`config.mk`:
```
export PLATFORM = sky130hd
export DESIGN_NAME = fetch_redirect_ctrl
export DESIGN_NICKNAME = d
export VERILOG_FILES = /design/src/rtl/cpu_pkg.sv /design/src/rtl/fetch_redirect_stats.sv /design/src/rtl/fetch_redirect_ctrl.sv
export SDC_FILE = /design/constraint.sdc
export NUM_CORES = 1
export LEC_CHECK = 0
export BUFFER_PORTS_ARGS = -buffer_cell sky130_fd_sc_hd__buf_2
export CORE_UTILIZATION = 55
export DETAILED_ROUTE_END_ITERATION = 10
export GPL_ROUTABILITY_DRIVEN = 0
export HOLD_SLACK_MARGIN = 0.1
export PLACE_DENSITY = 0.91
export SYNTH_ARGS = -nofsm -noshare
export SYNTH_HDL_FRONTEND = slang
export SYNTH_HIERARCHICAL = 1
export SYNTH_SLANG_ARGS = --single-unit
```
`constraint.sdc`:
```
create_clock -name clk -period 4.8 [get_ports clk]
set_clock_uncertainty 0.1 [all_clocks]
set_input_delay 0.48 -clock clk [delete_from_list [all_inputs] [get_ports clk]]
set_output_delay 0.48 -clock clk [all_outputs]
set_load 0.005 [all_outputs]
```
`src/rtl/cpu_pkg.sv`:
```
// Shared fetch-control types: FSM states, redirect sources, the bundled
// pipeline inputs and the aligned-target adder.
package cpu_pkg;

  localparam int unsigned RISCV_INSN_BYTES = 4;

  typedef enum logic [1:0] {
    BOOT  = 2'd0,
    RUN   = 2'd1,
    STALL = 2'd2,
    FLUSH = 2'd3
  } fetch_state_e;

  typedef enum logic [1:0] {
    RS_NONE   = 2'd0,
    RS_BOOT   = 2'd1,
    RS_FRONT  = 2'd2,
    RS_COMMIT = 2'd3
  } redirect_src_e;

  typedef struct packed {
    logic        iq_full;
    logic        fe_valid;
    logic [31:0] fe_pc;
    logic [31:0] fe_imm;
    logic        fe_pred_taken;
    logic        cm_valid;
    logic        cm_is_jump;
    logic        cm_pred_taken;
    logic        cm_taken;
    logic [31:0] cm_pc;
    logic [31:0] cm_imm;
  } pipe_in_t;

  // Modulo-2^32 add with the two low bits cleared (instructions are word aligned).
  function automatic logic [31:0] align_target(input logic [31:0] base,
                                               input logic [31:0] offset);
    logic [31:0] sum;
    sum = base + offset;
    return {sum[31:2], 2'b00};
  endfunction

endpackage

```
`src/rtl/fetch_redirect_stats.sv`:
```
// Saturating event counters for branches, mispredicts and front-end redirects.
// Only instantiated when FETCH_REDIRECT_STATS_EN is defined.
module fetch_redirect_stats (
  input  logic        clk,
  input  logic        reset,
  input  logic        branch_evt_i,
  input  logic        mispredict_evt_i,
  input  logic        front_evt_i,
  output logic [31:0] stat_branches_o,
  output logic [31:0] stat_mispredicts_o,
  output logic [31:0] stat_front_redirects_o
);

  logic [31:0] branches_q, mispredicts_q, front_q;

  function automatic logic [31:0] sat_inc(input logic [31:0] cnt, input logic evt);
    if (evt && (cnt != 32'hFFFF_FFFF)) begin
      return cnt + 32'd1;
    end else begin
      return cnt;
    end
  endfunction

  // Count each event, holding at all-ones once saturated.
  always_ff @(posedge clk) begin
    if (!reset) begin
      branches_q    <= 32'd0;
      mispredicts_q <= 32'd0;
      front_q       <= 32'd0;
    end else begin
      branches_q    <= sat_inc(branches_q, branch_evt_i);
      mispredicts_q <= sat_inc(mispredicts_q, mispredict_evt_i);
      front_q       <= sat_inc(front_q, front_evt_i);
    end
  end

  assign stat_branches_o        = branches_q;
  assign stat_mispredicts_o     = mispredicts_q;
  assign stat_front_redirects_o = front_q;

endmodule

```
`src/rtl/fetch_redirect_ctrl.sv`:
```
// Fetch-stage sequencer: chooses the next-PC source (commit mispredict >
// front-end taken > sequential), emits PC load / flush pulses, gates fetch,
// and forwards predictor training writes. All outputs are registered.
// Optional macro FETCH_REDIRECT_STATS_EN adds saturating event counters.
module fetch_redirect_ctrl
  import cpu_pkg::*;
#(
  parameter logic [31:0] RESET_PC     = 32'h0000_0000,
  parameter int unsigned FLUSH_CYCLES = 2
) (
  input  logic        clk,
  input  logic        reset,
  input  logic        iq_full,
  input  logic        fe_valid,
  input  logic [31:0] fe_pc,
  input  logic [31:0] fe_imm,
  input  logic        fe_pred_taken,
  input  logic        cm_valid,
  input  logic        cm_is_jump,
  input  logic        cm_pred_taken,
  input  logic        cm_taken,
  input  logic [31:0] cm_pc,
  input  logic [31:0] cm_imm,
  output logic        pc_load,
  output logic [31:0] pc_update,
  output logic        fetch_enable,
  output logic        flush_front,
  output logic        flush_back,
  output logic        bp_upd_valid,
  output logic        bp_upd_value,
  output logic [31:0] bp_upd_pc
`ifdef FETCH_REDIRECT_STATS_EN
  ,
  output logic [31:0] stat_branches,
  output logic [31:0] stat_mispredicts,
  output logic [31:0] stat_front_redirects
`endif
);

  localparam int unsigned CNT_W = (FLUSH_CYCLES > 2) ? $clog2(FLUSH_CYCLES) : 1;
  localparam logic [CNT_W-1:0] FLUSH_INIT = CNT_W'(FLUSH_CYCLES - 1);

  pipe_in_t      in_s;
  redirect_src_e src_s;
  logic          branch_s, mispredict_s, front_s;

  fetch_state_e     state_q, state_d;
  logic [CNT_W-1:0] cnt_q, cnt_d;
  logic             pc_load_q, pc_load_d;
  logic [31:0]      pc_update_q, pc_update_d;
  logic             fetch_enable_q, fetch_enable_d;
  logic             flush_front_q, flush_front_d;
  logic             flush_back_q, flush_back_d;
  logic             bp_valid_q, bp_valid_d;
  logic             bp_value_q, bp_value_d;
  logic [31:0]      bp_pc_q, bp_pc_d;

  // Bundle the pipeline-facing inputs.
  always_comb begin
    in_s               = '0;
    in_s.iq_full       = iq_full;
    in_s.fe_valid      = fe_valid;
    in_s.fe_pc         = fe_pc;
    in_s.fe_imm        = fe_imm;
    in_s.fe_pred_taken = fe_pred_taken;
    in_s.cm_valid      = cm_valid;
    in_s.cm_is_jump    = cm_is_jump;
    in_s.cm_pred_taken = cm_pred_taken;
    in_s.cm_taken      = cm_taken;
    in_s.cm_pc         = cm_pc;
    in_s.cm_imm        = cm_imm;
  end

  // A front redirect is only honoured while fetch is actively running.
  assign branch_s     = in_s.cm_valid & ~in_s.cm_is_jump;
  assign mispredict_s = branch_s & (in_s.cm_pred_taken != in_s.cm_taken) & (state_q != BOOT);
  assign front_s      = in_s.fe_valid & in_s.fe_pred_taken & fetch_enable_q &
                        (state_q == RUN) & ~in_s.iq_full & ~mispredict_s;

  // Redirect source selection in priority order.
  always_comb begin
    src_s = RS_NONE;
    if (state_q == BOOT) begin
      src_s = RS_BOOT;
    end else if (mispredict_s) begin
      src_s = RS_COMMIT;
    end else if (front_s) begin
      src_s = RS_FRONT;
    end else begin
      src_s = RS_NONE;
    end
  end

  // Next-state, flush counter and next output values.
  always_comb begin
    state_d       = state_q;
    cnt_d         = cnt_q;
    pc_load_d     = 1'b0;
    pc_update_d   = pc_update_q;
    flush_front_d = 1'b0;
    flush_back_d  = 1'b0;
    bp_valid_d    = branch_s;
    bp_value_d    = in_s.cm_taken;
    bp_pc_d       = in_s.cm_pc;

    case (state_q)
      BOOT:  state_d = RUN;
      RUN:   state_d = in_s.iq_full ? STALL : RUN;
      STALL: state_d = in_s.iq_full ? STALL : RUN;
      FLUSH: begin
        if (cnt_q == {CNT_W{1'b0}}) begin
          state_d = in_s.iq_full ? STALL : RUN;
        end else begin
          cnt_d = cnt_q - CNT_W'(1);
        end
      end
      default: state_d = BOOT;
    endcase

    case (src_s)
      RS_BOOT: begin
        pc_load_d   = 1'b1;
        pc_update_d = RESET_PC;
      end
      RS_COMMIT: begin
        pc_load_d     = 1'b1;
        flush_front_d = 1'b1;
        flush_back_d  = 1'b1;
        pc_update_d   = in_s.cm_taken ? align_target(in_s.cm_pc, in_s.cm_imm)
                                      : align_target(in_s.cm_pc, 32'(RISCV_INSN_BYTES));
        state_d       = FLUSH;
        cnt_d         = FLUSH_INIT;
      end
      RS_FRONT: begin
        pc_load_d     = 1'b1;
        flush_front_d = 1'b1;
        pc_update_d   = align_target(in_s.fe_pc, in_s.fe_imm);
      end
      default: pc_load_d = 1'b0;
    endcase

    // Fetch runs in the cycle after we land in RUN, except straight out of BOOT.
    fetch_enable_d = (state_d == RUN) && (state_q != BOOT);
  end

  // State and output registers with synchronous active-low reset.
  always_ff @(posedge clk) begin
    if (!reset) begin
      state_q        <= BOOT;
      cnt_q          <= {CNT_W{1'b0}};
      pc_load_q      <= 1'b0;
      pc_update_q    <= RESET_PC;
      fetch_enable_q <= 1'b0;
      flush_front_q  <= 1'b0;
      flush_back_q   <= 1'b0;
      bp_valid_q     <= 1'b0;
      bp_value_q     <= 1'b0;
      bp_pc_q        <= 32'd0;
    end else begin
      state_q        <= state_d;
      cnt_q          <= cnt_d;
      pc_load_q      <= pc_load_d;
      pc_update_q    <= pc_update_d;
      fetch_enable_q <= fetch_enable_d;
      flush_front_q  <= flush_front_d;
      flush_back_q   <= flush_back_d;
      bp_valid_q     <= bp_valid_d;
      bp_value_q     <= bp_value_d;
      bp_pc_q        <= bp_pc_d;
    end
  end

  assign pc_load      = pc_load_q;
  assign pc_update    = pc_update_q;
  assign fetch_enable = fetch_enable_q;
  assign flush_front  = flush_front_q;
  assign flush_back   = flush_back_q;
  assign bp_upd_valid = bp_valid_q;
  assign bp_upd_value = bp_value_q;
  assign bp_upd_pc    = bp_pc_q;

`ifdef FETCH_REDIRECT_STATS_EN
  fetch_redirect_stats u_stats (
    .clk                    (clk),
    .reset                  (reset),
    .branch_evt_i           (branch_s),
    .mispredict_evt_i       (mispredict_s),
    .front_evt_i            (front_s),
    .stat_branches_o        (stat_branches),
    .stat_mispredicts_o     (stat_mispredicts),
    .stat_front_redirects_o (stat_front_redirects)
  );
`endif

endmodule
```
# Word level (Yosys, flattened, before mapping)
# Cells that the tools add are included.
[totals] register_bits=73 latchBits=0 mem_bits_rw=0 mem_bits_ro=0 output_inout_bits=70 word_cells=56 mem_count=0
[op_classes] addsub=4 mul=0 div_mod_pow=0 magnitude_cmp=0 eq_ne=8 shift=0 muxes=15 bitwise_logic=11 n_reduce_logical=8
[op_table] cell="32-bit one-hot mux with 3 select lines" count=1
[op_table] cell="32-bit adder" count=2
[op_table] cell="32-bit by 3-bit adder with 32-bit output (second input constant)" count=1
[op_table] cell="32-bit two-way mux" count=1
[op_table] cell="2-bit two-way mux" count=6
[op_table] cell="1-bit AND" count=8
[op_table] cell="2-bit equality test (second input constant)" count=4
[op_table] cell="2-bit by 1-bit equality test with 1-bit output (second input constant)" count=3
[op_table] cell="1-bit two-way mux" count=6
[op_table] cell="2-bit one-hot mux with 3 select lines" count=1
[op_table] cell="2-bit nonzero test" count=2
[op_table] cell="2-bit OR reduction" count=2
[op_table] cell="1-bit NOT" count=3
[op_table] cell="3-bit nonzero test" count=1
[op_table] cell="3-bit OR reduction" count=1
[op_table] cell="2-bit logical NOT" count=1
[op_table] cell="1-bit logical AND" count=1
[op_table] cell="1-bit != test" count=1
[op_table] cell="1-bit subtractor (second input constant)" count=1

# Logic depth before layout (Yosys ltp)
# Gate-level depths: netlist of run 1.
[depth] ltp_word=13 mapped_depth=11 ltp_nobuf=10

# Least setup slack after synthesis of run 1
# No wires, ideal clock.
[synth_timing] kind="input to register" startpoint="in fe_pc[5]" endpoint="reg pc_update_q[19] (netlist: pc_update[19])" arrival_time_ns=2.784 slack_ns=1.802 cell_stages=10 n_path_buf=0 cell_sequence="ha_1 -> a21o_1 -> a311o_1 -> a221o_1 -> a31o_4 -> a221oi_4 -> o211ai_2 -> xor2_1 -> a22o_1 -> a21o_1"
[synth_between] elab_chain_cells=2
[synth_lines] element="from (decl)" line_no="fetch_redirect_ctrl.sv:15" text="input logic [31:0] fe_pc,"
[synth_lines] element="32-bit adder" line_no="cpu_pkg.sv:39" text="sum = base + offset;"
[synth_lines] element="32-bit one-hot mux with 3 select lines" line_no="fetch_redirect_ctrl.sv:120" text="case (src_s)"
[synth_lines] element="to (signal assigned)" line_no="fetch_redirect_ctrl.sv:163" text="pc_update_q <= pc_update_d;"
[synth_lines] element="to (decl)" line_no="fetch_redirect_ctrl.sv:50" text="logic [31:0] pc_update_q, pc_update_d;"
# No other way between the ends.
# A chain may end at the register's enable or synchronous reset.

# Worst setup path in the final report of run 1
[layout_timing] startpoint="in cm_pc[2]" endpoint="reg pc_update_q[23] (netlist: pc_update[23])"
[layout_between] elab_chain_cells=3
[layout_lines] element="from (decl)" line_no="fetch_redirect_ctrl.sv:22" text="input logic [31:0] cm_pc,"
[layout_lines] element="32-bit by 3-bit adder with 32-bit output or 32-bit adder (tied branches)" line_no="cpu_pkg.sv:39"
[layout_lines] element="32-bit two-way mux (*)" line_no="fetch_redirect_ctrl.sv:129" text="pc_update_d = in_s.cm_taken ? align_target(in_s.cm_pc, in_s.cm_imm)"
[layout_lines] element="32-bit one-hot mux with 3 select lines (*)" line_no="fetch_redirect_ctrl.sv:120"
# Mark *: on every way between the ends. The rest lies on a longest branch, timed or not.

==> out/metrics.yaml, run 1 <==
ctsResizeCount: 0
worst_pin_slew_ns: 0.7452
grt_pass1_wl_um: 27260
synth_area_leaders: "dfxtp_1 (24%), ha_1 (13%), xor2_1 (5.9%), xnor2_1 (4.6%), and2_1 (4.5%)"
cts_tree: "built"
fp.dieH_um: 106.0
yosysTopAreaCell: "dfxtp_1"
antenna_cells: 0
crit_buf_inv: 1
start_util_pct: 57.07
overflow: 0
crit_top_cell: "a211o_1"
grt_pass1_vias: 6078
syn_avg_cell_area_um2: 8.022
vias: 6391
ios: 207
relSlewSlack_pct: 50.22
clock_path_buffers: 2
clk_latency_ns: 0.35
finalSetupViolCount: 0
drt_wl_total_um: 16950
slew_violations: 0
finalPower_mw: 1.688
worstSetupPathType: "input port to flip-flop"
synth_top_area_share_pct: 23.91
yosysWarnings: 6
grt_use_total_pct: 30.28
dp_slack_ns: 1.478
clkSlewWorstSetupHoldPaths_ns: 0.08
synth_mux_area_share_pct: 0.9051
cp_max_fo: 8
synth_compound_area_share_pct: 25.59
cp-end-kind: "flip-flop"
required_ns: 4.95
synthArstFlopShare_pct: 0
p_leak_nw: 3.411
critPathLaunchType: "input port"
timing.final.crit_share_pct: 62.42
dieArea_mm2: 0.01123
pwr_density_cell_mw_per_mm2: 232.7
synth_edf_count: 0
yosys.area_share.adder_pct: 13.47
synthXorXnorAreaFrac_pct: 10.46
h-tree-depth: 3
die-width_um: 106.0
nets: 1138
slowest_delay_ns: 0.36
cts_sinks: 71
cts_made_buffers: 9
grt_antenna_before_repair: 0
fmax_mhz: 333.8
hold_path.class: "input port to flip-flop"
ys_seq_area_share_pct: 23.91
synth-simple-area-share_pct: 22.54
drive_above_1_share_pct: 25.27
vias_per_cell: 5.929
io_buffers: 204
critPathTopFamily: "compound AO/OA/AOI/OAI gates"
coreArea_mm2: 0.01042
dr.pass1.iters: 5
dp_hpwl_um: 13600
maxCapViolCount: 0
drt_iter0_drc: 306
post_drt_wl_per_cell_um: 15.72
syn2layout_area_growth_pct: 22.04
status: "finished clean"
rows: 37
grt_setup_unrepaired: "no"
peakVddDrop_mv: 0.2001
root_buffer: "clkbuf_8"
critPathSlowestCell: "a211o_1"
syn_inst: 741
final-hold-violation-count: 0
ys_seq_elements: 71
grt_max_degree: 48
cts_hold_buf: 0
antenna_left: 0
synth_cell_types: 72
drc: 0
final_common_cell: "buf_2"
arrival_ns: 3.14
synth_area_mm2: 0.005944
cts_setup_buffers: 0
final_cell_mix: "buf_2 (204), dfxtp_1 (71), ha_1 (64)"
synth_top_family_by_area: "compound AO/OA/AOI/OAI gates"
path_cells: "buf_2 > ha_1 > o21ai_1 > a221oi_2 > a211o_1 > a31o_4 > a21oi_4 > a31oi_1 > a211o_1 > nor4b_1 > o31a_1"
ys.flop_type: "dfxtp_1"
post-route-min-period_ns: 2.996
fin_ws_ns: 1.804
setup_tns_ns: 0
## cell type report
cell class	instances	area [um^2]
clock inverters	5	32.53
multi-input cells	625	4345
inverters	22	82.58
clock buffers	11	151.4
fillers	921	3162
well taps	136	170.2
repair buffers	208	1051
flip-flops and latches	71	1421
## cells in the mapped netlist (6+ instances only)
library cell,number
o211ai_1,9
o21a_1,9
inv_1,22
nand3_1,24
nand2b_1,8
ha_1,64
clkbuf_1,20
dfxtp_1,71
and3_1,6
a21oi_1,50
nand2_1,57
xor2_1,40
nor2b_1,8
a21o_1,19
nor3_1,14
or3_1,7
and2_1,43
nand4_1,13
xnor2_1,31
a211oi_1,16
a31oi_1,11
o21ai_0,47
nor2_1,58
## metal layers
layer	track usage [%]	vias to the layer above	routed length, um
met5	0	-	0
met4	14.29	0	647
met3	6.438	55	1304
met2	55.14	276	8371
met1	33.38	2955	6624
li1	-	3105	-
## path summary, 6_finish.rpt
check	startpoint	to	slack, ns	cells after the start
min	cm_pc[15]	bp_upd_pc[15]	0.26	2
min reg2reg	pc_update[9]	pc_update[9]	0.39	2
max	cm_pc[2]	pc_update[23]	1.80	11
max reg2reg	state_q[0]	pc_update[29]	2.35	7
## state kept, by name, indices dropped and copies added (netlist names)
register,count
bp_upd_pc,32
bp_upd_valid,1
bp_upd_value,1
cnt_q,1
fetch_enable,1
flush_back,1
flush_front,1
pc_load,1
pc_update,30
state_q,2
## where the power goes
part	switching (mW)	internal, mW	leakage [nW]
clock network	0.244	0.214	0.0873
logic	0.338	0.260	2.74
registers	0.0127	0.620	0.584
total	0.595	1.09	3.41
## cells by family (layout without fill, tap and decap cells)
group,count (synthesis),after routing
flip-flops,71,71
other,1,2
buffers and inverters,46,246
AND/OR/NAND/NOR,262,262
AO/OA/AOI/OAI,221,221
adder cells (fa/ha/maj),64,64
multiplexers,5,5
XOR/XNOR,71,71
## through the flow
stage          hold slack, ns  cells  cell area [um^2]  util [%]
2_1_floorplan          0.3757    742              5948         -
3_3_place_gp           0.3766   1062              7071     67.88
3_5_place_dp           0.3752   1062              7071     67.88
4_1_cts                0.2570   1078              7254     69.65
5_1_grt                0.2630   1078              7254     69.65
6_report               0.2614   1078              7254     69.65
## worst register-to-register path, delay by kind of cell (launching register included)
kind | cells | cell delay [ns]
AOI/OAI and AO/OA | 2 | 0.40
adders and majority gates | 1 | 0.24
buffers and inverters | 1 | 0.07
DFF | 1 | 0.39
and+or+nand+nor | 3 | 1.17
No activity file was read; power rests on OpenSTA's default activity.
==> inputs of run 2 (changes only) <==
- ABC_AREA: unset -> 1
- CORE_UTILIZATION: 55 -> 50
- PLACE_DENSITY: 0.91 -> 0.83
- clock period: 4.8 -> 2.6 ns (I/O delays scaled with it)
==> out/metrics.yaml, run 2 <==
status: "finished clean"
drc: 0
drt_iter0_drc: 1209
slew_violations: 0
arrival_ns: 2.67
synth_cell_types: 40
cts_made_buffers: 9
final_common_cell: "nand2_1"
clkSlewWorstSetupHoldPaths_ns: 0.07
timing.rr.start: "state_q[0]"
post_drt_wl_per_cell_um: 14.07
final-hold-violation-count: 0
overflow: 0
syn_avg_cell_area_um2: 5.281
maxCapViolCount: 0
required_ns: 2.75
hold_depth: 3
worst_pin_slew_ns: 0.6478
fmax_mhz: 396.0
antenna_left: 0
drive_above_1_share_pct: 14.95
synth_top_area_share_pct: 27.34
start_util_pct: 51.73
clock_path_buffers: 2
synth_commonest_cells: "nand2_1 (605), inv_1 (306), nor2_1 (141)"
cts_tree: "built"
seqCellArea_mm2: 0.001421
synth_area_mm2: 0.008307
syn_inst: 1573
pwr_density_cell_mw_per_mm2: 392.1
critPathLaunchType: "input port"
clk_latency_ns: 0.35
io_buffers: 204
dp_hpwl_um: 22430
dr.pass1.iters: 6
met1Wirelength_um: 11410
crit_path_start: "cm_pc[19]"
relSlewSlack_pct: 56.81
timing.final.crit_share_pct: 97.11
rows: 46
die-width_um: 130.9
multiInputGateArea_mm2: 0.005659
grt_pass1_vias: 9298
ys.flop_type: "dfxtp_1"
finalPower_mw: 3.989
syn2layout_area_growth_pct: 22.49
dp_slack_ns: 0.2424
cts_sinks: 71
antenna_cells: 0
synth.most_common_cell: "nand2_1"
dieArea_mm2: 0.01713
worstSetupPathType: "input port to flip-flop"
r2r-end: "pc_update[11]"
ios: 207
dr_wl_met3_um: 2742
peakVddDrop_mv: 0.3358
drt_wl_total_um: 28460
nets: 2002
yosysTopAreaCell: "nand2_1"
vias: 10530
post-route-min-period_ns: 2.525
whs_endpoint: "bp_upd_pc[6]"
synthArstFlopShare_pct: 0
final_cell_mix: "nand2_1 (598), inv_1 (306), buf_2 (204)"
p_leak_nw: 6.267
reg2regPathDepth: 8
vias_per_cell: 5.210
dr.max_layer_used: "met4"
finalSetupViolCount: 0
root_buffer: "clkbuf_16"
grt_max_degree: 59
grt_use_total_pct: 33.10
grt_pass1_wl_um: 44110
yosysWarnings: 6
rrSetupSlack_ns: 0.52
hp-start: "cm_pc[6]"
fp.dieH_um: 130.9
synth_area_leaders: "nand2_1 (27%), dfxtp_1 (17%), inv_1 (14%), ha_1 (9.6%), nand3_1 (7.2%)"
largest_register_ffs: 32
ys_seq_elements: 71
cp-end-kind: "flip-flop"
synth_edf_count: 0
ys_seq_area_share_pct: 17.11
grt_antenna_before_repair: 0
cp_max_fo: 6
nFillCells: 1539
fin_ws_ns: 0.07505
h-tree-depth: 3
wl_met2_um: 12590
hold_path.class: "input port to flip-flop"
coreArea_mm2: 0.01606
-- run 2: worst max path at each step --
stage | endpoint | slack (ns) | depth (start not counted)
6_report | pc_update[28] | 0.08 | 14
3_3_place_gp | pc_update[11] | 0.27 | 13
5_1_grt | pc_update[30] | -0.04 | 17
2_1_floorplan | pc_update[15] | 0.81 | 10
4_1_cts | pc_update[11] | 0.01 | 14
3_5_place_dp | pc_update[11] | 0.24 | 13
-- run 2: logic make-up (layout without fill, tap and decap cells) --
logic type	after synthesis	after routing	synth area share [%]
AOI/OAI and AO/OA	162	162	10.53
adders and majority gates	64	64	9.640
buffers and inverters	337	569	15.60
xor gates and xnor gates	17	17	1.792
other	1	2	0.04514
DFF	71	71	17.11
and+or+nand+nor	921	921	45.28
-- run 2: report_power, final --
part	internal (mW)	switching [mW]	leakage, nW
clock network	0.668	0.575	0.136
logic	0.567	1.01	5.55
registers	1.15	0.0251	0.584
-- run 2: critical path: stages --
cell,delay [ns]
dlygate4sd3_1,0.55
buf_2,0.18
ha_1,0.44
nand2_1,0.13
nor2_1,0.27
nand2_1,0.18
nor2_1,0.15
nand2_1,0.09
nand3_1,0.08
nand3_1,0.07
nand2_1,0.10
nand3_1,0.07
nand2_1,0.06
inv_1,0.05
-- run 2: metrics by stage --
step,util (%),std cells,TNS (ns),hold WS (ns),cell area (um^2)
6_report,63.36,2022,0,0.09883,10170
5_1_grt,63.36,2022,-0.05233,0.1086,10170
4_1_cts,62.95,2022,0,0.1006,10110
3_5_place_dp,59.34,1977,0,0.3435,9529
3_3_place_gp,59.34,1977,0,0.3443,9529
2_1_floorplan,-,1574,0,0.2385,8310
-- run 2: area by class of cell --
type,count,share of cell area (%)
multi-input cells,1166,55.62
flip-flops and latches,71,13.97
repair buffers,239,13.33
inverters,314,11.58
well taps,216,2.656
clock buffers,9,2.213
clock inverters,7,0.6271
-- run 2: repair_timing --
item | CTS | global route
setup endpoints to repair | 0 | 13
hold endpoints to repair | 28 | 0
buffers inserted | 0 | 0
resized for setup | 0 | 19
hold buffers | 29 | 0
-- run 2: per-layer routing --
layer | vias up | global-route usage, %
met5 | - | 0
li1 | 5285 | -
met4 | 0 | 18.93
met3 | 143 | 6.026
met1 | 4514 | 40.90
met2 | 592 | 54.03
